File: src/rtl/rv32i_pkg.sv
// Shared RV32I encoding definitions: instruction formats, base opcodes and
// the immediate range check used by the encoder pipeline.
package rv32i_pkg;

  typedef enum logic [2:0] {
    FMT_I = 3'd0,
    FMT_S = 3'd1,
    FMT_B = 3'd2,
    FMT_U = 3'd3,
    FMT_J = 3'd4,
    FMT_R = 3'd5
  } fmt_e;

  localparam logic [6:0] OP_IMM = 7'h13;
  localparam logic [6:0] STORE  = 7'h23;
  localparam logic [6:0] BRANCH = 7'h63;
  localparam logic [6:0] LUI    = 7'h37;
  localparam logic [6:0] JAL    = 7'h6F;
  localparam logic [6:0] OP     = 7'h33;

  // True when the immediate cannot be represented in the given format.
  function automatic logic imm_range_err(input logic [2:0] fmt, input logic [31:0] imm);
    logic err;
    err = 1'b1;
    case (fmt)
      FMT_I, FMT_S: err = !((&imm[31:11]) || !(|imm[31:11]));
      FMT_B:        err = !((&imm[31:12]) || !(|imm[31:12])) || imm[0];
      FMT_J:        err = !((&imm[31:20]) || !(|imm[31:20])) || imm[0];
      FMT_U:        err = |imm[11:0];
      FMT_R:        err = 1'b0;
      default:      err = 1'b1;
    endcase
    return err;
  endfunction

endpackage

File: src/rtl/instr_encoder_imm_pack.sv
// Combinational packer: scatters fields and immediate bits into the
// RV32I I/S/B/U/J/R layouts; errored words are forced to zero.
module imm_pack
  import rv32i_pkg::*;
(
  input  logic [2:0]  fmt_i,
  input  logic [6:0]  opcode_i,
  input  logic [4:0]  rd_i,
  input  logic [4:0]  rs1_i,
  input  logic [4:0]  rs2_i,
  input  logic [2:0]  funct3_i,
  input  logic [6:0]  funct7_i,
  input  logic [31:0] imm_i,
  output logic [31:0] instr_o,
  output logic        err_o
);

  always_comb begin
    instr_o = '0;
    err_o   = imm_range_err(fmt_i, imm_i);
    case (fmt_i)
      FMT_I: instr_o = {imm_i[11:0], rs1_i, funct3_i, rd_i, opcode_i};
      FMT_S: instr_o = {imm_i[11:5], rs2_i, rs1_i, funct3_i, imm_i[4:0], opcode_i};
      FMT_B: instr_o = {imm_i[12], imm_i[10:5], rs2_i, rs1_i, funct3_i,
                        imm_i[4:1], imm_i[11], opcode_i};
      FMT_U: instr_o = {imm_i[31:12], rd_i, opcode_i};
      FMT_J: instr_o = {imm_i[20], imm_i[10:1], imm_i[11], imm_i[19:12], rd_i, opcode_i};
      FMT_R: instr_o = {funct7_i, rs2_i, rs1_i, funct3_i, rd_i, opcode_i};
      default: instr_o = '0;
    endcase
    if (err_o) instr_o = '0;
  end

endmodule

File: src/rtl/instr_encoder.sv
// Two-stage valid/ready RV32I instruction encoder: stage 1 range-checks the
// immediate, stage 2 packs the word; saturating count of errored deliveries.
module instr_encoder
  import rv32i_pkg::*;
#(
  parameter int ERR_CNT_WIDTH = 8
) (
  input  logic                     clk,
  input  logic                     rst,
  input  logic                     in_valid,
  output logic                     in_ready,
  input  logic [2:0]               in_fmt,
  input  logic [6:0]               in_opcode,
  input  logic [4:0]               in_rd,
  input  logic [4:0]               in_rs1,
  input  logic [4:0]               in_rs2,
  input  logic [2:0]               in_funct3,
  input  logic [6:0]               in_funct7,
  input  logic [31:0]              in_imm,
  output logic                     out_valid,
  input  logic                     out_ready,
  output logic [31:0]              out_instr,
  output logic                     out_err,
  output logic [ERR_CNT_WIDTH-1:0] err_count
);

  logic        s1_valid_q, s1_valid_d;
  logic        s1_err_q, s1_err_d;
  logic [2:0]  s1_fmt_q;
  logic [6:0]  s1_opcode_q;
  logic [4:0]  s1_rd_q, s1_rs1_q, s1_rs2_q;
  logic [2:0]  s1_funct3_q;
  logic [6:0]  s1_funct7_q;
  logic [31:0] s1_imm_q;

  logic                     s2_valid_q, s2_valid_d;
  logic [31:0]              instr_q, instr_d;
  logic                     err_q, err_d;
  logic [ERR_CNT_WIDTH-1:0] cnt_q, cnt_d;

  logic        s1_adv, s2_adv, s1_load;
  logic [31:0] pack_instr;
  logic        pack_err;

  // in_ready is combinational from out_ready; there is no skid buffer.
  assign s2_adv   = !s2_valid_q || out_ready;
  assign s1_adv   = !s1_valid_q || s2_adv;
  assign in_ready = s1_adv;
  assign s1_load  = in_valid && s1_adv;

  always_comb begin
    s1_valid_d = s1_valid_q;
    s1_err_d   = s1_err_q;
    if (s1_adv) s1_valid_d = in_valid;
    if (s1_load) s1_err_d = imm_range_err(in_fmt, in_imm);
  end

  always_ff @(posedge clk or posedge rst) begin
    if (rst) begin
      s1_valid_q  <= 1'b0;
      s1_err_q    <= 1'b0;
      s1_fmt_q    <= '0;
      s1_opcode_q <= '0;
      s1_rd_q     <= '0;
      s1_rs1_q    <= '0;
      s1_rs2_q    <= '0;
      s1_funct3_q <= '0;
      s1_funct7_q <= '0;
      s1_imm_q    <= '0;
    end else begin
      s1_valid_q <= s1_valid_d;
      s1_err_q   <= s1_err_d;
      if (s1_load) begin
        s1_fmt_q    <= in_fmt;
        s1_opcode_q <= in_opcode;
        s1_rd_q     <= in_rd;
        s1_rs1_q    <= in_rs1;
        s1_rs2_q    <= in_rs2;
        s1_funct3_q <= in_funct3;
        s1_funct7_q <= in_funct7;
        s1_imm_q    <= in_imm;
      end
    end
  end

  imm_pack u_pack (
    .fmt_i    (s1_fmt_q),
    .opcode_i (s1_opcode_q),
    .rd_i     (s1_rd_q),
    .rs1_i    (s1_rs1_q),
    .rs2_i    (s1_rs2_q),
    .funct3_i (s1_funct3_q),
    .funct7_i (s1_funct7_q),
    .imm_i    (s1_imm_q),
    .instr_o  (pack_instr),
    .err_o    (pack_err)
  );

  always_comb begin
    s2_valid_d = s2_valid_q;
    instr_d    = instr_q;
    err_d      = err_q;
    cnt_d      = cnt_q;
    if (s2_adv) begin
      s2_valid_d = s1_valid_q;
      if (s1_valid_q) begin
        instr_d = pack_instr;
        err_d   = s1_err_q || pack_err;
      end
    end
    if (s2_valid_q && out_ready && err_q && !(&cnt_q)) cnt_d = cnt_q + ERR_CNT_WIDTH'(1);
  end

  always_ff @(posedge clk or posedge rst) begin
    if (rst) begin
      s2_valid_q <= 1'b0;
      instr_q    <= '0;
      err_q      <= 1'b0;
      cnt_q      <= '0;
    end else begin
      s2_valid_q <= s2_valid_d;
      instr_q    <= instr_d;
      err_q      <= err_d;
      cnt_q      <= cnt_d;
    end
  end

  assign out_valid = s2_valid_q;
  assign out_instr = instr_q;
  assign out_err   = err_q;
  assign err_count = cnt_q;

endmodule

File: config.mk
export PLATFORM = sky130hd
export DESIGN_NAME = instr_encoder
export DESIGN_NICKNAME = d
export VERILOG_FILES = /design/src/rtl/rv32i_pkg.sv /design/src/rtl/instr_encoder_imm_pack.sv /design/src/rtl/instr_encoder.sv
export SDC_FILE = /design/constraint.sdc
export NUM_CORES = 1
export LEC_CHECK = 0
export BUFFER_PORTS_ARGS = -buffer_cell sky130_fd_sc_hd__buf_2
export CAP_MARGIN = 0
export CELL_PAD_IN_SITES_DETAIL_PLACEMENT = 2
export CELL_PAD_IN_SITES_GLOBAL_PLACEMENT = 2
export CORE_UTILIZATION = 35
export DETAILED_ROUTE_END_ITERATION = 8
export GPL_ROUTABILITY_DRIVEN = 0
export PLACE_DENSITY = 0.87
export SLEW_MARGIN = 5
export SYNTH_ARGS = -nofsm -noshare
export SYNTH_HDL_FRONTEND = slang
export SYNTH_SLANG_ARGS = --single-unit
export TNS_END_PERCENT = 10
File: constraint.sdc
create_clock -name clk -period 4.64 [get_ports clk]
set_clock_uncertainty 0.15 [all_clocks]
set_input_delay 0.928 -clock clk [delete_from_list [all_inputs] [get_ports clk]]
set_output_delay 0.928 -clock clk [all_outputs]
set_load 0.005 [all_outputs]
==> results.sh, run 1 <==
export IMPL_cts_hold_buf=0
export IMPL_final_layout_size_suffix_gt1_share_pct=41.2
export IMPL_fin_setup_tns_ns=0
export IMPL_max_freq_ghz=0.376
export IMPL_min_to="out_instr[6]$_DFFE_PP0P_"
export IMPL_max_stage_delay_ns=0.77
export IMPL_cts_tree="done"
export IMPL_ir_drop_mv=0.262
export IMPL_mostFrequentLayoutCells="113 x buf_2, 111 x dfrtp_1, 75 x mux2_2"
export IMPL_ys_seq_area_share_pct=52.6
export IMPL_std_cell_rows=44
export IMPL_synth_area_leaders="dfrtp_1 53%, mux2_2 16%, o41ai_2 4.3%, nand2_1 4.0%, o31ai_1 2.3%"
export IMPL_worst_slew_pin_slew_ns=0.864
export IMPL_place_hpwl_um=12000
export IMPL_synth_top_family_by_area="multiplexers"
export IMPL_cp_cell_sequence="inv_2 -> nor2_1 -> o221ai_2 -> nor2_2 -> buf_4 -> o41ai_2"
export IMPL_layout_commonest_cell="buf_2"
export IMPL_r2r_start="s1_fmt_q[1]$_DFFE_PP0P_"
export IMPL_synth_fa_ha_area_share_pct=0.237
export IMPL_reg2reg_to="out_instr[17]$_DFFE_PP0P_"
export IMPL_finalSetupViolations=0
export IMPL_critPathLaunchType="register"
export IMPL_synth_flop_cell="dfrtp_1"
export IMPL_postCtsSetupBuffers=0
export IMPL_clkTransAtPathRegs_ns=0.07
export IMPL_via_per_inst=5.61
export IMPL_critPathKind="reg2reg"
export IMPL_syn_area_sq_mm=0.00529
export IMPL_area_growth_pct=19.6
export IMPL_timing_final_crit_share_pct=57.4
export IMPL_firstDrtPassIters=6
export IMPL_cap_violations=0
export IMPL_grt_pass1_vias=4564
export IMPL_drtIter0Drc=271
export IMPL_cts_resized=0
export IMPL_ys_warn_count=0
export IMPL_setup_ws_ns=1.98
export IMPL_route_vias_total=4160
export IMPL_run_status="finished, violations left"
export IMPL_overflow=0
export IMPL_antenna_found_initial=0
export IMPL_synthSimpleGateAreaFrac_pct=11.5
export IMPL_fin_crit_ns=2.66
export IMPL_ys_ff_latch=111
export IMPL_root_buffer="clkbuf_16"
export IMPL_routed_wirelength_um=15900
export IMPL_min_path_type="reg2reg"
export IMPL_synth_edf_count=0
export IMPL_syn_nets=519
export IMPL_cts_path_max_buffers=2
export IMPL_rsz0062_at_grt="false"
export IMPL_dieArea_sq_mm=0.0156
export IMPL_synth_distinct_cells=46
export IMPL_nets=625
export IMPL_slew_violations=0
export IMPL_diodes=0
export IMPL_crit_fanout=33
export IMPL_fillers=1522
export IMPL_syn_inst=447
export IMPL_core_sq_mm=0.0146
export IMPL_wl_per_cell_um=21.4
export IMPL_clock_latency_ns=0.35
export IMPL_hold_start="out_instr[6]$_DFFE_PP0P_"
export IMPL_synth_avg_cell_area_sq_um=11.8
export IMPL_synthXorXnorAreaFrac_pct=1.16
export IMPL_io_pins=114
export IMPL_drcViolationCount=14
export IMPL_portBuffers=113
export IMPL_required_ns=4.71
export IMPL_violations="DRC"
export IMPL_worstHoldPathCells=2
export IMPL_synthMuxAreaShare_pct=16.4
export IMPL_slew_headroom_pct=42.4
export IMPL_fp_dieW_um=125
export IMPL_drtAntennaViolNets=0
export IMPL_htree_levels=3
export IMPL_synth_compound_area_share_pct=15.5
export IMPL_crit_arrival_ns=2.73
export IMPL_grt_max_degree=68
export IMPL_hold_viol=0
export IMPL_yosysTopAreaCellShare_pct=52.6
export IMPL_fp_dieH_um=125
export IMPL_cp_slowest_cell="dfrtp_1"
export IMPL_r2r_cells=6
export IMPL_p_leak_uw=0.00279
export IMPL_clkSinkCount=111
export IMPL_r2r_slack_ns=1.98
export IMPL_synth_top_cell_by_area="dfrtp_1"
export IMPL_dp_slack_ns=1.64
export IMPL_crit_path_end_kind="register"
export IMPL_async_flop_share_pct=100
export IMPL_numCtsBuffers=9
export IMPL_groute_usage_overall_pct=21.4
export IMPL_power_density_mw_per_mm2=432
export IMPL_initial_core_util_pct=36.1
export IMPL_grt_pass1_wl_um=25600
==> kinds of logic after synthesis <==
| logic type | after synthesis |
|---|---|
| buffers and inverters | 31 |
| XOR/XNOR | 7 |
| flip-flops | 111 |
| AND/OR/NAND/NOR | 125 |
| multiplexers | 77 |
| adder cells (fa/ha/maj) | 1 |
| AO/OA/AOI/OAI | 95 |
==> layout make-up <==
class	count	area [sq um]	area share, %
flip-flops and latches	111	2780	44.0
clock inverters	4	53.8	0.851
repair buffers	121	626	9.90
multi-input cells	305	2370	37.6
clock buffers	12	236	3.74
well taps	184	230	3.64
inverters	5	21.3	0.337
==> power by group <==
part / leakage (uW) / total, uW / switching, uW / internal (uW)
combinational: 0.00130 / 649 / 350 / 299
sequential: 0.00136 / 1310 / 174 / 1140
clock: 0.000133 / 770 / 348 / 422
==> sequential cells by signal, summed over array words and instances (netlist names) <==
signal	flops
s1_rs1_q	5
err_count	8
s1_rd_q	5
s1_valid_q	1
s1_imm_q	32
s1_fmt_q	3
out_valid	1
out_err	1
s1_funct7_q	7
s1_opcode_q	7
s1_rs2_q	5
out_instr	32
s1_funct3_q	3
s1_err_q	1
==> Yosys cell counts, drive strengths merged, types with 4 or more instances <==
cell	number
buf	17
o31ai	16
o21ai	8
a221oi	7
nor4	14
a222oi	4
and3	4
a21oi	10
o41ai	16
nor2	12
nand3	4
nor3	5
nand2b	5
inv	5
o22ai	6
clkbuf	9
o211ai	6
dfrtp	111
nand4	11
mux2	75
xnor2	6
a22oi	11
nand2	57
==> through the flow <==
stage | cells | hold slack [ns] | utilization, % | instance area [sq um] | power (uW)
3_5_place_dp | 726 | 0.315 | 41.2 | 6030 | 1980
2_1_floorplan | 447 | 0.317 | - | 5290 | 1690
6_report | 742 | 0.327 | 43.1 | 6320 | 2730
3_3_place_gp | 726 | 0.308 | 41.2 | 6030 | 1930
5_1_grt | 742 | 0.359 | 43.1 | 6320 | 2880
4_1_cts | 742 | 0.333 | 43.1 | 6320 | 2770
==> worst max-delay path, delay by kind of cell, from the launching register on <==
| kind | cells | cell delay (ns) |
|---|---|---|
| and+or+nand+nor | 2 | 0.58 |
| DFF | 1 | 0.77 |
| AOI/OAI and AO/OA | 2 | 0.32 |
| buffers and inverters | 2 | 0.71 |
==> worst max-delay path by stage <==
stage | slack (ns) | endpoint | start | cells after the start
floorplan | 0.63 | err_count[0]$_DFFE_PP0P_ | rst | 1
CTS | 2.00 | out_instr[17]$_DFFE_PP0P_ | s1_fmt_q[1]$_DFFE_PP0P_ | 6
global route | 1.88 | out_instr[3]$_DFFE_PP0P_ | s1_fmt_q[0]$_DFFE_PP0P_ | 6
detailed placement | 1.64 | s1_imm_q[12]$_DFFE_PP0P_ | out_ready | 5
global placement | 1.78 | s1_funct3_q[0]$_DFFE_PP0P_ | out_ready | 5
finish | 1.98 | out_instr[17]$_DFFE_PP0P_ | s1_fmt_q[1]$_DFFE_PP0P_ | 6
==> per-layer routing <==
| layer | vias to the layer above | GRT usage (%) | part of all wire (%) |
|---|---|---|---|
| li1 | 1912 | - | - |
| met1 | 2136 | 26.1 | 43 |
| met2 | 96 | 37.9 | 52 |
| met3 | 16 | 3.95 | 3.5 |
| met4 | 0 | 7.03 | 1.6 |
| met5 | - | 0 | 0 |
(Power assumes the default switching activity.)
==> run 2: changes to the inputs <==
--- a/config.mk
+++ b/config.mk
@@ -9,10 +9,10 @@
 export CAP_MARGIN = 0
 export CELL_PAD_IN_SITES_DETAIL_PLACEMENT = 2
 export CELL_PAD_IN_SITES_GLOBAL_PLACEMENT = 2
-export CORE_UTILIZATION = 35
+export CORE_UTILIZATION = 32
 export DETAILED_ROUTE_END_ITERATION = 8
 export GPL_ROUTABILITY_DRIVEN = 0
-export PLACE_DENSITY = 0.87
+export PLACE_DENSITY = 0.84
 export SLEW_MARGIN = 5
 export SYNTH_ARGS = -nofsm -noshare
 export SYNTH_HDL_FRONTEND = slang
==> constraint.sdc (replaced) <==
create_clock -name clk -period 2.4 [get_ports clk]
set_clock_uncertainty 0.15 [all_clocks]
set_input_delay 0.48 -clock clk [delete_from_list [all_inputs] [get_ports clk]]
set_output_delay 0.48 -clock clk [all_outputs]
set_load 0.005 [all_outputs]
==> run 2 against run 1 <==
The run now ends clean. Critical path depth did not move. Via count rose by 2.2%. Sequential power rose by 92%. Utilization fell by 2.5 points. Global-route usage rose by 0.41 points. Clock power rose by 96%. Maximum frequency rose by 19%. Critical path type unchanged. Critical endpoint is now out_instr[23]$_DFFE_PP0P_.
==> results.sh, run 2 (synthesis results as in run 1) <==
export IMPL_root_buffer="clkbuf_16"
export IMPL_nets=639
export IMPL_via_per_inst=5.40
export IMPL_crit_fanout=15
export IMPL_place_hpwl_um=13200
export IMPL_cts_tree="done"
export IMPL_fp_dieH_um=131
export IMPL_grt_max_degree=53
export IMPL_run_status="completed"
export IMPL_slew_headroom_pct=61.9
export IMPL_place_inst=771
export IMPL_timing_final_crit_share_pct=93.0
export IMPL_overflow=0
export IMPL_power_density_mw_per_mm2=830
export IMPL_clock_latency_ns=0.36
export IMPL_reg2reg_to="out_instr[23]$_DFFE_PP0P_"
export IMPL_initial_core_util_pct=33.0
export IMPL_firstDrtPassIters=4
export IMPL_r2r_slack_ns=0.17
export IMPL_finalSetupViolations=0
export IMPL_hold_viol=0
export IMPL_fp_dieW_um=131
export IMPL_final_layout_size_suffix_gt1_share_pct=42.8
export IMPL_drtIter0Drc=178
export IMPL_core_sq_mm=0.0160
export IMPL_drcViolationCount=0
export IMPL_portBuffers=113
export IMPL_cts_path_max_buffers=2
export IMPL_grt_pass1_wl_um=27300
export IMPL_area_growth_pct=23.0
export IMPL_cp_cell_sequence="nand4_1 -> or4_1 -> o221ai_2 -> nor2_2 -> buf_4 -> o41ai_2"
export IMPL_min_to="s1_rs2_q[3]$_DFFE_PP0P_"
export IMPL_crit_arrival_ns=2.33
export IMPL_fin_crit_ns=2.23
export IMPL_diodes=0
export IMPL_max_freq_ghz=0.448
export IMPL_numCtsBuffers=9
export IMPL_critPathKind="reg2reg"
export IMPL_path_buf_inv=1
export IMPL_critPathTopFamily="simple AND/OR/NAND/NOR gates"
export IMPL_cap_violations=0
export IMPL_io_pins=114
export IMPL_required_ns=2.50
export IMPL_wl_per_cell_um=22.2
export IMPL_final_cells=788
export IMPL_worst_slew_pin_slew_ns=0.569
export IMPL_crit_path_end_kind="register"
export IMPL_route_vias_total=4253
export IMPL_htree_levels=3
export IMPL_r2r_cells=6
export IMPL_ir_drop_mv=0.405
export IMPL_r2r_start="s1_imm_q[21]$_DFFE_PP0P_"
export IMPL_p_leak_uw=0.00287
export IMPL_antenna_found_initial=0
export IMPL_hold_slack_ns=0.204
export IMPL_rsz0062_at_grt="false"
export IMPL_std_cell_rows=46
export IMPL_cp_slowest_cell="or4_1"
export IMPL_fin_setup_tns_ns=0
export IMPL_clkTransAtPathRegs_ns=0.07
export IMPL_min_path_type="in2reg"
export IMPL_hold_start="in_rs2[3]"
export IMPL_slew_violations=0
export IMPL_worstHoldPathCells=2
export IMPL_drtAntennaViolNets=0
export IMPL_routed_wirelength_um=17500
export IMPL_grt_pass1_vias=4795
export IMPL_critPathLaunchType="register"
export IMPL_clkSinkCount=111
export IMPL_mostFrequentLayoutCells="113 x buf_2, 111 x dfrtp_1, 75 x mux2_2"
export IMPL_max_stage_delay_ns=0.55
export IMPL_dieArea_sq_mm=0.0170
export IMPL_layout_commonest_cell="buf_2"
export IMPL_groute_usage_overall_pct=21.8
[run 2: worst max-delay path by stage]
stage	from	to	slack, ns	cells after the start
final	s1_imm_q[21]$_DFFE_PP0P_	out_instr[23]$_DFFE_PP0P_	0.17	6
after global routing	s1_imm_q[21]$_DFFE_PP0P_	out_instr[5]$_DFFE_PP0P_	0.05	6
after CTS	s1_imm_q[21]$_DFFE_PP0P_	out_instr[23]$_DFFE_PP0P_	0.07	6
after detailed placement	s1_imm_q[21]$_DFFE_PP0P_	out_instr[23]$_DFFE_PP0P_	0.17	6
after global placement	s1_imm_q[21]$_DFFE_PP0P_	out_err$_DFFE_PP0P_	0.26	6
after floorplan	rst	err_count[0]$_DFFE_PP0P_	0.43	1
[run 2: metrics by stage]
step / worst slack, ns / util [%] / instance area (sq um) / power, uW
finish: 0.168 / 40.6 / 6500 / 5400
global route: 0.0547 / 40.6 / 6500 / 5690
CTS: 0.0674 / 40.6 / 6490 / 5470
detailed placement: 0.169 / 38.7 / 6190 / 3920
global placement: 0.262 / 38.7 / 6190 / 3800
floorplan: 0.427 / - / 5290 / 3270
[run 2: routing by layer]
layer	global-route usage (%)	wire length (um)	vias to the layer above
met1	26.1	7420	2197
li1	-	-	1932
met3	5.21	759	19
met2	38.9	9120	105
met4	6.09	214	0
met5	0	0	-
[run 2: repair_timing]
action,CTS,global route
buffers inserted,0,0
hold buffers,1,0
resized for setup,0,1
endpoints found under the setup margin,0,1
endpoints found under the hold margin,9,0
[run 2: layout make-up]
cell class	count	area, sq um
clock buffer	11	233
clock inverter	5	58.8
timing repair buffer	135	758
multi-input combinational	305	2380
tap	216	270
sequential	111	2780
inverter	5	22.5
fill	1729	9500
[run 2: power by group]
| part | total [uW] | internal [uW] | switching (uW) |
|---|---|---|---|
| Clock | 1510 | 811 | 700 |
| Sequential | 2520 | 2200 | 327 |
| Combinational | 1360 | 629 | 734 |
| Total | 5400 | 3640 | 1760 |
